==> src/rtl/seq_detector_param.sv <==
// Serial pattern detector with a runtime-loadable pattern, overlap control and
// registered match pulse. Define SEQDET_COUNT_EN to build the saturating match counter.
module seq_detector_param #(
    parameter int               PAT_W     = 4,
    parameter logic [PAT_W-1:0] PAT_RESET = 4'b1101,
    parameter int               CNT_W     = 8
) (
    input  logic             clk,
    input  logic             rst_n,
    input  logic             in_valid,
    input  logic             in_bit,
    input  logic             overlap_en,
    input  logic             load_pat,
    input  logic [PAT_W-1:0] pattern,
    input  logic             clear,
    output logic             detected,
    output logic [CNT_W-1:0] match_count,
    output logic             count_sat
);

    localparam int                FILL_W    = $clog2(PAT_W + 1);
    localparam logic [FILL_W-1:0] FILL_FULL = FILL_W'(PAT_W);

    // Stream qualifier: in_bit is consumed on a rising edge only when in_valid
    // is high and neither clear nor load_pat is asserted; there is no backpressure.
    logic [PAT_W-1:0]  pat_q;
    logic [PAT_W-1:0]  hist;
    logic [PAT_W-1:0]  nh;
    logic [FILL_W-1:0] fill;
    logic [FILL_W-1:0] nf;
    logic              hit;
    logic              flush;

    always_comb begin
        nh  = {hist[PAT_W-2:0], in_bit};
        nf  = (fill == FILL_FULL) ? FILL_FULL : fill + FILL_W'(1);
        hit = (nf == FILL_FULL) && (nh == pat_q);
    end

    assign flush = clear | load_pat;

    always_ff @(posedge clk or negedge rst_n) begin
        if (!rst_n) begin
            pat_q    <= PAT_RESET;
            hist     <= '0;
            fill     <= '0;
            detected <= 1'b0;
        end else if (flush) begin
            hist     <= '0;
            fill     <= '0;
            detected <= 1'b0;
            if (load_pat) begin
                pat_q <= pattern;
            end
        end else if (in_valid) begin
            hist     <= nh;
            detected <= hit;
            // Non-overlapping mode discards the matched bits so the next match starts fresh.
            if (hit) begin
                fill <= overlap_en ? FILL_FULL : '0;
            end else begin
                fill <= nf;
            end
        end else begin
            detected <= 1'b0;
        end
    end

`ifdef SEQDET_COUNT_EN
    logic [CNT_W-1:0] cnt_q;

    always_ff @(posedge clk or negedge rst_n) begin
        if (!rst_n) begin
            cnt_q <= '0;
        end else if (clear) begin
            cnt_q <= '0;
        end else if (!load_pat && in_valid && hit && !(&cnt_q)) begin
            cnt_q <= cnt_q + CNT_W'(1);
        end
    end

    assign match_count = cnt_q;
    assign count_sat   = &cnt_q;
`else
    assign match_count = '0;
    assign count_sat   = 1'b0;
`endif

endmodule
==> config.mk <==
export PLATFORM = sky130hd
export DESIGN_NAME = seq_detector_param
export DESIGN_NICKNAME = d
export VERILOG_FILES = /design/src/rtl/seq_detector_param.sv
export SDC_FILE = /design/constraint.sdc
export NUM_CORES = 1
export LEC_CHECK = 0
export CORE_ASPECT_RATIO = 1.2
export CORE_MARGIN = 1
export CORE_UTILIZATION = 35
export DETAILED_ROUTE_END_ITERATION = 8
export GPL_TIMING_DRIVEN = 1
export PLACE_DENSITY = 0.75
export SETUP_SLACK_MARGIN = 0.15
export SYNTH_ARGS = -nofsm -noshare
export SYNTH_HDL_FRONTEND = slang
export SYNTH_SLANG_ARGS = --single-unit
==> constraint.sdc <==
create_clock -name clk -period 2.2 [get_ports clk]
set_clock_uncertainty 0.05 [all_clocks]
set_input_delay 0.44 -clock clk [delete_from_list [all_inputs] [get_ports clk]]
set_output_delay 0.44 -clock clk [all_outputs]
set_load 0.01 [all_outputs]
# Yosys cells after proc, flatten, opt, wreduce, memory -nomap -nowiden
# Cells that the tools add are included.
dict set report word_totals {
  ff_bits 11
  in_bits 11
  output_inout_bits 10
  elab_cells 21
}
dict set report classes {
  add_sub_neg 1
  eq_ne 3
  mux 9
  n_bitwise 1
  reduce_logical 3
}
# operator n
set ops {}
lappend ops {{2-to-1 mux 3 bit} 7}
lappend ops {{equality test 3 bit (second input constant)} 2}
lappend ops {{equality test 4 bit} 1}
lappend ops {{adder 3 x 1 -> 3 bit (second input constant)} 1}
lappend ops {{2-to-1 mux 1 bit} 2}
lappend ops {{AND reduction 2 bit} 1}
lappend ops {{nonzero test 2 bit} 1}
lappend ops {{logical AND 1 bit} 1}
lappend ops {{bitwise OR 1 bit} 1}

# Depth between registers and ports, before layout
# Gate-level depths: netlist (run 1).
dict set report depth {
  ltp_word 7
  depth_mapped 5
  depth_no_buf 5
}

# Worst setup path after synthesis (run 1)
# Ideal clock, no wire load.
dict set report synth_timing {
  path_kind {reg2reg}
  startpoint {register fill[0]}
  endpoint {register detected}
  setup_ns 0.095
  arrival_time_ns 1.194
  required_ns 2.055
  slack_ns 0.861
  stages_incl_launch_ff 6
  cell_sequence {dfrtp_1 -> inv_1 -> ha_1 -> a21oi_2 -> nor4_2 -> nor4b_2}
}
dict set report synth_via {
  elab_chain_len 6
}
# element line
set synth_rtl {}
lappend synth_rtl {{start, declared} 29} ;# logic [FILL_W-1:0] fill;
lappend synth_rtl {{start signal, assigned} 60} ;# fill <= overlap_en ? FILL_FULL : '0;
lappend synth_rtl {{start signal, assigned} 62} ;# fill <= nf;
lappend synth_rtl {{adder 3 x 1 -> 3 bit / equality test 3 bit (equally long branches)} 36} ;# nf = (fill == FILL_FULL) ? FILL_FULL : fill + FILL_W'(1);
lappend synth_rtl {{2-to-1 mux 3 bit (*)} 36}
lappend synth_rtl {{equality test 3 bit (*)} 37} ;# hit = (nf == FILL_FULL) && (nh == pat_q);
lappend synth_rtl {{logical AND 1 bit (*)} 37}
lappend synth_rtl {{2-to-1 mux 1 bit (*)} 55} ;# end else if (in_valid) begin
lappend synth_rtl {{2-to-1 mux 1 bit (*)} 48} ;# end else if (flush) begin
lappend synth_rtl {{end signal, assigned} 57} ;# detected <= hit;
lappend synth_rtl {{end, declared} 16} ;# output logic detected,
# Every way passes the cells marked *; elsewhere a longest branch is shown, timed or not.
# A chain may end at the register's enable or synchronous reset.

# Final worst setup path (run 1)
dict set report layout_timing {
  startpoint {register detected}
  endpoint {output port detected}
}
# No word-level cell between the ends.

==> results of run 1 <==
## sequential cells by signal, summed over array words and instances, names as in the netlist
register	cells
pat_q	4
fill	3
hist	3
detected	1
## stage by stage
| step | cell area (sq um) | power [mW] | utilization [%] | cells |
|---|---|---|---|---|
| finish | 771 | 0.420 | 45.8 | 90 |
| global route | 771 | 0.451 | 45.8 | 90 |
| CTS | 771 | 0.429 | 45.8 | 90 |
| detailed placement | 744 | 0.294 | 44.3 | 86 |
| global placement | 744 | 0.293 | 44.3 | 86 |
| floorplan | 679 | 0.275 | - | 66 |
## area by class of cell
type	count	area share, %
sequential	11	36.2
clock buffer	4	3.41
timing repair buffer	12	15.3
tap	18	2.92
inverter	3	1.46
multi-input combinational	42	40.7
## final timing paths
| path | depth (start not counted) | to | from | slack, ns |
|---|---|---|---|---|
| worst max-delay path | 1 | detected | detected | 0.60 |
| worst min-delay path | 1 | fill[2] | rst_n | 0.46 |
| worst max register to register | 5 | detected | fill[0] | 0.70 |
| worst min register to register | 1 | pat_q[1] | pat_q[1] | 0.49 |
| max in group asynchronous | 1 | pat_q[0] | rst_n | 1.29 |
| min in group clk | 1 | pat_q[1] | pat_q[1] | 0.49 |
## cell usage in the layout, fill, tap and decap left out, drive strengths merged
| master | instances |
|---|---|
| nand3 | 1 |
| buf | 1 |
| clkbuf | 4 |
| a2111oi | 1 |
| o2111ai | 1 |
| nor4b | 1 |
| inv | 3 |
| a21o | 1 |
| nand4b | 1 |
| ha | 2 |
| nand3b | 1 |
| clkdlybuf4s50 | 11 |
| dfstp | 3 |
| a21oi | 2 |
| xor2 | 4 |
| dfrtp | 8 |
| or2 | 1 |
| mux2 | 4 |
| conb | 9 |
| nor2 | 6 |
| a21boi | 1 |
| mux2i | 5 |
| nor4 | 1 |
## power breakdown
group	total [mW]	internal (mW)	switching (mW)
registers	0.223	0.216	0.00706
logic	0.0669	0.0348	0.0322
clock network	0.130	0.0700	0.0605
## per-layer routing
layer  GRT usage, %  part of all wire [%]  vias to the layer above
met5              0                     0                        -
met4           6.45                     0                        0
met3           1.37                   6.1                        0
met2           20.6                    53                       19
met1           17.0                    41                      204
li1               -                     -                      209
## kinds of logic after synthesis
kind of cell | count (synthesis) | share of synthesized area [%]
buf+inv | 13 | 13.3
simple gates | 12 | 11.9
flops | 11 | 43.0
fa+ha+maj | 2 | 3.85
mux | 9 | 14.6
xor+xnor | 4 | 5.39
other cells | 1 | 0.577
compound gates | 6 | 7.32
==> summary.txt, run 1 <==
CTS buffer count -> 3
hpwl dp -> 815 microns
final max-slew violation count -> 0
crit path time final -> 1.60 ns
sequential cell area fraction in the yosys report -> 43.0%
CP bufs+invs -> 1
hold_ws -> 0.457 ns
vias in the first global route -> 437
final WL -> 1.03 mm
die span in x -> 41.3 microns
register area -> 279 sq um
via count -> 432
most frequent cells after synthesis -> buf_4 (10), dfrtp_1 (8), nor2_1 (6)
Yosys reg bits -> 11
io pins -> 21
Hold Fails Final Rpt -> 0
TritonCTS Sinks -> 11
Peak VDD IR -> 0.437 mV
Avg Cell Area, Syn -> 11.2 sq um
TritonCTS clock tree -> yes
clk root buf -> clkbuf_4
slowest CP cell -> clkdlybuf4s50_1
maxcap violations -> 0
Setup WS pre-CTS -> 0.506 ns
Main synth FF type -> dfrtp_1
CTS resizes -> 0
Syn. warnings -> 0
CP delay by family, top -> buffers and inverters
Crit. End Element -> output pin
status -> complete, no violations
Worst EP arrival -> 1.11 ns
Initial Utilization -> 38.6%
area occupied by multi-input gates -> 314 sq um
initial antenna violation count -> 0
share of the synthesized area in the top cell type -> 30.8%
Syn Inst Count -> 58
total die area -> 2030 sq um
Port Buffer Count -> 11
Fillers -> 172
H-tree Lvls -> 1
TritonRoute pass-1 iters -> 4
kind of critical path -> reg -> out
Synth cell types -> 22
Final WS setup -> 0.601 ns
fraction of layout cells with a size suffix above 1 -> 20.8%
gr usage total -> 13.1%
Hold WC Path Type -> in -> async
crit path max fanout -> 1
DR vias/cell -> 4.80
required time of the critical path -> 1.71 ns
Pleak -> 0.353 nW
first-pass GRT wire length -> 1.83 mm
Critical Path Start Type -> flop
number of diodes -> 0
top cell type by total area after synthesis -> dfrtp_1
worst stage delay on the critical path -> 0.53 ns
GP Congestion -> 0.797
Die H -> 49.2 microns
clk buf depth -> 2
latest clock arrival within the worst-skew pair -> 0.26 ns
postcts setup bufs -> 0
row cnt -> 16
initial DRC count -> 2
Clock transition at path regs -> 0.07 ns
Tcrit/Tclk final -> 72.7%
count of hold-fix buffers inserted at cts -> 0
area growth from synthesis to layout -> 18.7%
EDFF count, synth -> 0
PD cells -> 545 nW/um^2
CP cell instances -> clkdlybuf4s50_1
top-count cell post-synth -> buf_4
final setup fails -> 0
Routed Antenna Nets -> 0
FMAX -> 0.625 GHz
pin count of the biggest net entering global routing -> 12
Final TNS setup -> 0 ns
top cells by area, synth -> dfrtp_1 (31%), dfstp_2 (12%), buf_4 (12%), mux2i_1 (7.7%), mux2_2 (6.9%)
Residual DRC -> 0
RSZ-0062 raised after global routing -> false
Final nets -> 86
Wirelength per Cell -> 11.4 microns
grt total ovfl -> 0
total core area -> 1680 sq um
Post-Syn Area -> 649 sq um
Synth async-reset ratio -> 100%
No activity file was read; power rests on OpenSTA's default activity.
==> run 2, diff against run 1 <==
- clock period: 2.2 -> 1.55 ns (I/O delays scaled with it)
==> run 2 against run 1 <==
  * Clock power rose by 53%
  * Final area rose by 12%
  * Power rose by 50%
  * First-iteration DRC count did not move
  * Die area did not move
  * Cell count rose by 7.8%
  * Register-to-register slack got worse by 0.47 ns
==> summary.txt, run 2 (synthesis results as in run 1) <==
status -> complete, no violations
Die H -> 49.2 microns (unchanged)
number of diodes -> 0 (unchanged)
FMAX -> 0.754 GHz
total die area -> 2030 sq um (unchanged)
io pins -> 21 (unchanged)
crit path time final -> 1.33 ns
Non-Filler Instances -> 97 (+7.8%)
Setup WS pre-CTS -> 0.00730 ns (-0.499 ns)
Worst-Margin Slew -> 0.496 ns
Hold Fails Final Rpt -> 0 (unchanged)
Wirelength per Cell -> 12.2 microns (+6.9%)
Routed Antenna Nets -> 0 (unchanged)
most common cell after layout, fill and taps aside -> clkdlybuf4s50_1
count of hold-fix buffers inserted at cts -> 0 (unchanged)
Tcrit/Tclk final -> 85.6%
die span in x -> 41.3 microns (unchanged)
Pleak -> 0.397 nW (+13%)
clk buf depth -> 2 (unchanged)
final instance area -> 865 sq um (+12%)
initial DRC count -> 2 (unchanged)
GP Congestion -> 0.802 (+0.67%)
final max-slew violation count -> 0 (unchanged)
area growth from synthesis to layout -> 33.1%
TritonCTS clock tree -> yes
Port Buffer Count -> 11 (unchanged)
required time of the critical path -> 1.68 ns (-0.03 ns)
pin count of the biggest net entering global routing -> 12 (unchanged)
R2R cell count -> 5 (unchanged)
final WL -> 1.19 mm (+15%)
final setup fails -> 0 (unchanged)
fraction of layout cells with a size suffix above 1 -> 36.7% (+16 points)
Critical Path Start Type -> input port
Final nets -> 93 (+8.1%)
H-tree Lvls -> 1 (unchanged)
gr usage total -> 14.7% (+1.5 points)
TritonCTS Sinks -> 11 (unchanged)
crit path max fanout -> 2 (+1)
Reg2Reg Setup Slack -> 0.23 ns (-0.47 ns)
Largest regs -> pat_q x4, fill x3, hist x3
maxcap violations -> 0 (unchanged)
initial antenna violation count -> 0 (unchanged)
DR vias/cell -> 4.63 (-3.6%)
max_slew headroom -> 66.9%
Peak VDD IR -> 0.481 mV (+10%)
CTS buffer count -> 3 (unchanged)
grt total ovfl -> 0 (unchanged)
Worst EP arrival -> 1.46 ns (+0.35 ns)
clk root buf -> clkbuf_4
most frequent cells in the layout -> clkdlybuf4s50_1 (10), conb_1 (9), dfrtp_1 (8), buf_4 (7), nor2_1 (6)
hpwl dp -> 916 microns (+12%)
FF-to-FF Start -> fill[0]
Final TNS setup -> 0 ns (unchanged)
Residual DRC -> 0 (unchanged)
Final WS setup -> 0.224 ns (-0.377 ns)
first-pass GRT wire length -> 1.96 mm (+7.2%)
PD cells -> 727 nW/um^2 (+33%)
Initial Utilization -> 38.6% (unchanged)
latest clock arrival within the worst-skew pair -> 0.28 ns (+0.02 ns)
Largest Register -> pat_q
total core area -> 1680 sq um (unchanged)
vias in the first global route -> 483 (+11%)
dpl cells -> 89 (+3.5%)
RR Endpoint -> detected
RSZ-0062 raised after global routing -> true
max reg flops -> 4 (unchanged)
via count -> 449 (+3.9%)
Post-DP Area -> 767 sq um (+3.0%)
kind of critical path -> in -> reg
Crit. End Element -> flop
row cnt -> 16 (unchanged)
Clock transition at path regs -> 0.07 ns (about the same)
Hold WC Path Type -> in -> async
TritonRoute pass-1 iters -> 2 (-2)
hold_ws -> 0.310 ns (-0.147 ns)
## run 2: through the flow
| stage | power (mW) | utilization (%) |
|---|---|---|
| after detailed placement | 0.423 | 45.6 |
| final | 0.629 | 51.4 |
| after CTS | 0.630 | 49.0 |
| after global placement | 0.421 | 45.6 |
| after global routing | 0.661 | 51.4 |
| after floorplan | 0.391 | - |
## run 2: timing repair
item / 4_1_cts / 5_1_grt
buffers inserted: 0 / 4
pin swaps: 3 / 3
setup endpoints to repair: 2 / 2
resized for setup: 6 / 5
## run 2: area by class of cell
cell class / instances / area (sq um)
Timing Repair Buffer: 19 / 173
Tap cell: 18 / 22.5
Multi-Input combinational cell: 42 / 352
Clock inverter: 1 / 5.00
Inverter: 3 / 11.3
Fill cell: 173 / 817
Sequential cell: 11 / 279
Clock buffer: 3 / 22.5
## run 2: worst max-delay path by stage
stage | from | end | slack (ns) | depth (start not counted)
2_1_floorplan | fill[0] | detected | 0.21 | 5
3_3_place_gp | in_valid | fill[2] | 0.002 | 4
3_5_place_dp | load_pat | detected | 0.007 | 4
4_1_cts | fill[1] | detected | 0.16 | 5
5_1_grt | fill[0] | detected | 0.15 | 5
6_report | in_bit | detected | 0.22 | 4
## run 2: worst max-delay path, stage by stage
cell             delay, ns
clkdlybuf4s50_1       0.43
xor2_1                0.17
nor4_2                0.30
nor4b_2               0.24
## run 2: power by group
group          internal (mW)  switching [mW]  leakage (nW)
Clock                 0.0959           0.103        0.0177
Combinational         0.0621          0.0523         0.239
Sequential             0.306         0.00965         0.140
Total                  0.464           0.165         0.397
## run 2: per-layer routing
layer | share of wire, % | track usage [%] | up-vias
met2 | 54 | 23.4 | 17
met1 | 39 | 16.4 | 205
met4 | 2.9 | 11.3 | 0
met3 | 3.4 | 1.37 | 4
met5 | 0 | 0 | -
li1 | - | - | 223
==> run 3, diff against run 2 <==
- CORE_UTILIZATION: 35 -> 32
- CTS_BUF_LIST: unset -> sky130_fd_sc_hd__clkbuf_4
- PLACE_DENSITY: 0.75 -> 0.71
==> run 3 against run 2 <==
  * Sequential share of layout area increased by 0.47 points
  * Via count rose by 0.67%
  * Sequential power about the same
  * Die area is 8.9% higher
  * Core utilization shrank 5.9 points
  * Hold slack improved by 0.022 ns
  * Critical path depth increased by 1
  * Power fell by 2.8%
  * Critical endpoint unchanged
  * Combinational power down 4%
  * Count of clock-buffer cells in the layout is the same
  * Routed wire length decreased by 7.8%
  * Non-clock buffer count shrank 1
==> summary.txt, run 3 (synthesis results as in run 1) <==
status -> complete, no violations
Peak VDD IR -> 0.500 mV (+4.0%)
worst stage delay on the critical path -> 0.40 ns (-0.03 ns)
Tcrit/Tclk final -> 87.3% (+1.7 points)
final setup fails -> 0 (unchanged)
Clock transition at path regs -> 0.07 ns (about the same)
latest clock arrival within the worst-skew pair -> 0.26 ns (-0.02 ns)
max reg flops -> 4 (unchanged)
kind of critical path -> reg -> reg
TritonCTS Sinks -> 11 (unchanged)
crit path time final -> 1.35 ns (+0.0265 ns)
Wirelength per Cell -> 11.3 microns (-7.8%)
GP Congestion -> 0.789 (-1.6%)
via count -> 452 (+0.67%)
Largest regs -> pat_q x4, fill x3, hist x3
R2R cell count -> 5 (unchanged)
TritonRoute pass-1 iters -> 3 (+1)
total core area -> 1870 sq um (+11%)
max_slew headroom -> 66.0% (-0.81 points)
first-pass GRT wire length -> 1.91 mm (-2.5%)
Residual DRC -> 0 (unchanged)
FF-to-FF Start -> fill[0]
H-tree Lvls -> 1 (unchanged)
Pleak -> 0.390 nW (-1.7%)
CP cell instances -> buf_6 > ha_4 > nand3b_1 > o2111ai_2 > nor4b_2
maxcap violations -> 0 (unchanged)
Critical Path Start Type -> flop
DR vias/cell -> 4.66 (+0.67%)
RR Endpoint -> detected
total die area -> 2210 sq um (+8.9%)
fraction of layout cells with a size suffix above 1 -> 34.6% (-2.1 points)
Crit. End Element -> flop
count of hold-fix buffers inserted at cts -> 0 (unchanged)
Hold Fails Final Rpt -> 0 (unchanged)
Final TNS setup -> 0 ns (unchanged)
initial antenna violation count -> 0 (unchanged)
slowest CP cell -> dfrtp_1
Final nets -> 92 (-1.1%)
initial DRC count -> 3 (+1)
most frequent cells in the layout -> clkdlybuf4s50_1 (10), conb_1 (9), dfrtp_1 (8), nor2_1 (6), buf_4 (6)
CTS buffer count -> 3 (unchanged)
final max-slew violation count -> 0 (unchanged)
die span in x -> 43.1 microns (+4.4%)
RSZ-0062 raised after global routing -> true
clk buf depth -> 2 (unchanged)
crit path max fanout -> 2 (unchanged)
CP bufs+invs -> 1 (unchanged)
required time of the critical path -> 1.66 ns (-0.02 ns)
Largest Register -> pat_q
most common cell after layout, fill and taps aside -> clkdlybuf4s50_1
PD cells -> 717 nW/um^2 (-1.4%)
Initial Utilization -> 34.7% (-3.9 points)
Design Power -> 0.611 mW (-2.8%)
Worst EP arrival -> 1.47 ns (about the same)
area growth from synthesis to layout -> 31.2%
Hold WC Path Type -> in -> async
Die H -> 51.3 microns (+4.4%)
row cnt -> 17 (+1)
pin count of the biggest net entering global routing -> 12 (unchanged)
hpwl dp -> 867 microns (-5.4%)
Port Buffer Count -> 11 (unchanged)
TritonCTS clock tree -> yes
Util after Layout -> 45.5% (-5.9 points)
Routed Antenna Nets -> 0 (unchanged)
FMAX -> 0.739 GHz (-2.0%)
CP delay by family, top -> flip-flops
Worst-Margin Slew -> 0.508 ns (+0.0122 ns)
Reg2Reg Setup Slack -> 0.20 ns (-0.03 ns)
number of diodes -> 0 (unchanged)
clk root buf -> clkbuf_4
io pins -> 21 (unchanged)
vias in the first global route -> 452 (-6.4%)
grt total ovfl -> 0 (unchanged)
final WL -> 1.10 mm (-7.8%)
gr usage total -> 11.4% (-3.3 points)
==> run 3: cell count changes in the layout (fill, tap and decap cells not counted) <==
cell / before / now
a2111oi_0: 0 / 1
a2111oi_2: 1 / 0
buf_4: 7 / 6
==> run 3: repair_timing <==
| action | in CTS | in global routing |
|---|---|---|
| setup buffers | 0 | 3 |
| gates resized for setup | 2 | 7 |
| pin swaps | 0 | 3 |
| endpoints found under the setup margin | 2 | 2 |
==> run 3: how the worst max path moves through the flow <==
stage | from | endpoint | slack [ns] | depth (start not counted)
after CTS | fill[0] | detected | 0.09 | 5
after global routing | fill[0] | detected | 0.1 | 5
after detailed placement | in_valid | fill[2] | -0.008 | 4
after floorplan | fill[0] | detected | 0.21 | 5
final | fill[0] | detected | 0.20 | 5
after global placement | in_valid | fill[2] | -0.02 | 4
==> run 3: metrics by stage <==
step | instances | setup WS (ns) | area, sq um | hold WS (ns)
final | 97 | 0.197 | 852 | 0.332
after floorplan | 66 | 0.211 | 679 | -0.0356
after CTS | 94 | 0.0904 | 797 | 0.335
after detailed placement | 90 | -0.00803 | 768 | 0.475
after global placement | 90 | -0.0227 | 768 | 0.466
after global routing | 97 | 0.0994 | 852 | 0.369
==> run 3: metal layers <==
layer,wire length (microns),global-route usage (%)
met1,443,14.9
met2,598,18.7
met3,41,1.06
met4,10,5.56
met5,0,0
==> run 3: final cells by class <==
cell class,instances,area [sq um]
Clock buffer,3,22.5
Clock inverter,1,5.00
Fill cell,192,1020
Inverter,3,11.3
Multi-Input combinational cell,42,345
Sequential cell,11,279
Tap cell,19,23.8
Timing Repair Buffer,18,165
==> run 3: report_power, final <==
group          internal [mW]  leakage, nW  total (mW)  switching (mW)
combinational         0.0600        0.233       0.110          0.0503
clock                 0.0952       0.0177       0.186          0.0906
sequential             0.306        0.140       0.315         0.00903
total                  0.461        0.390       0.611           0.150
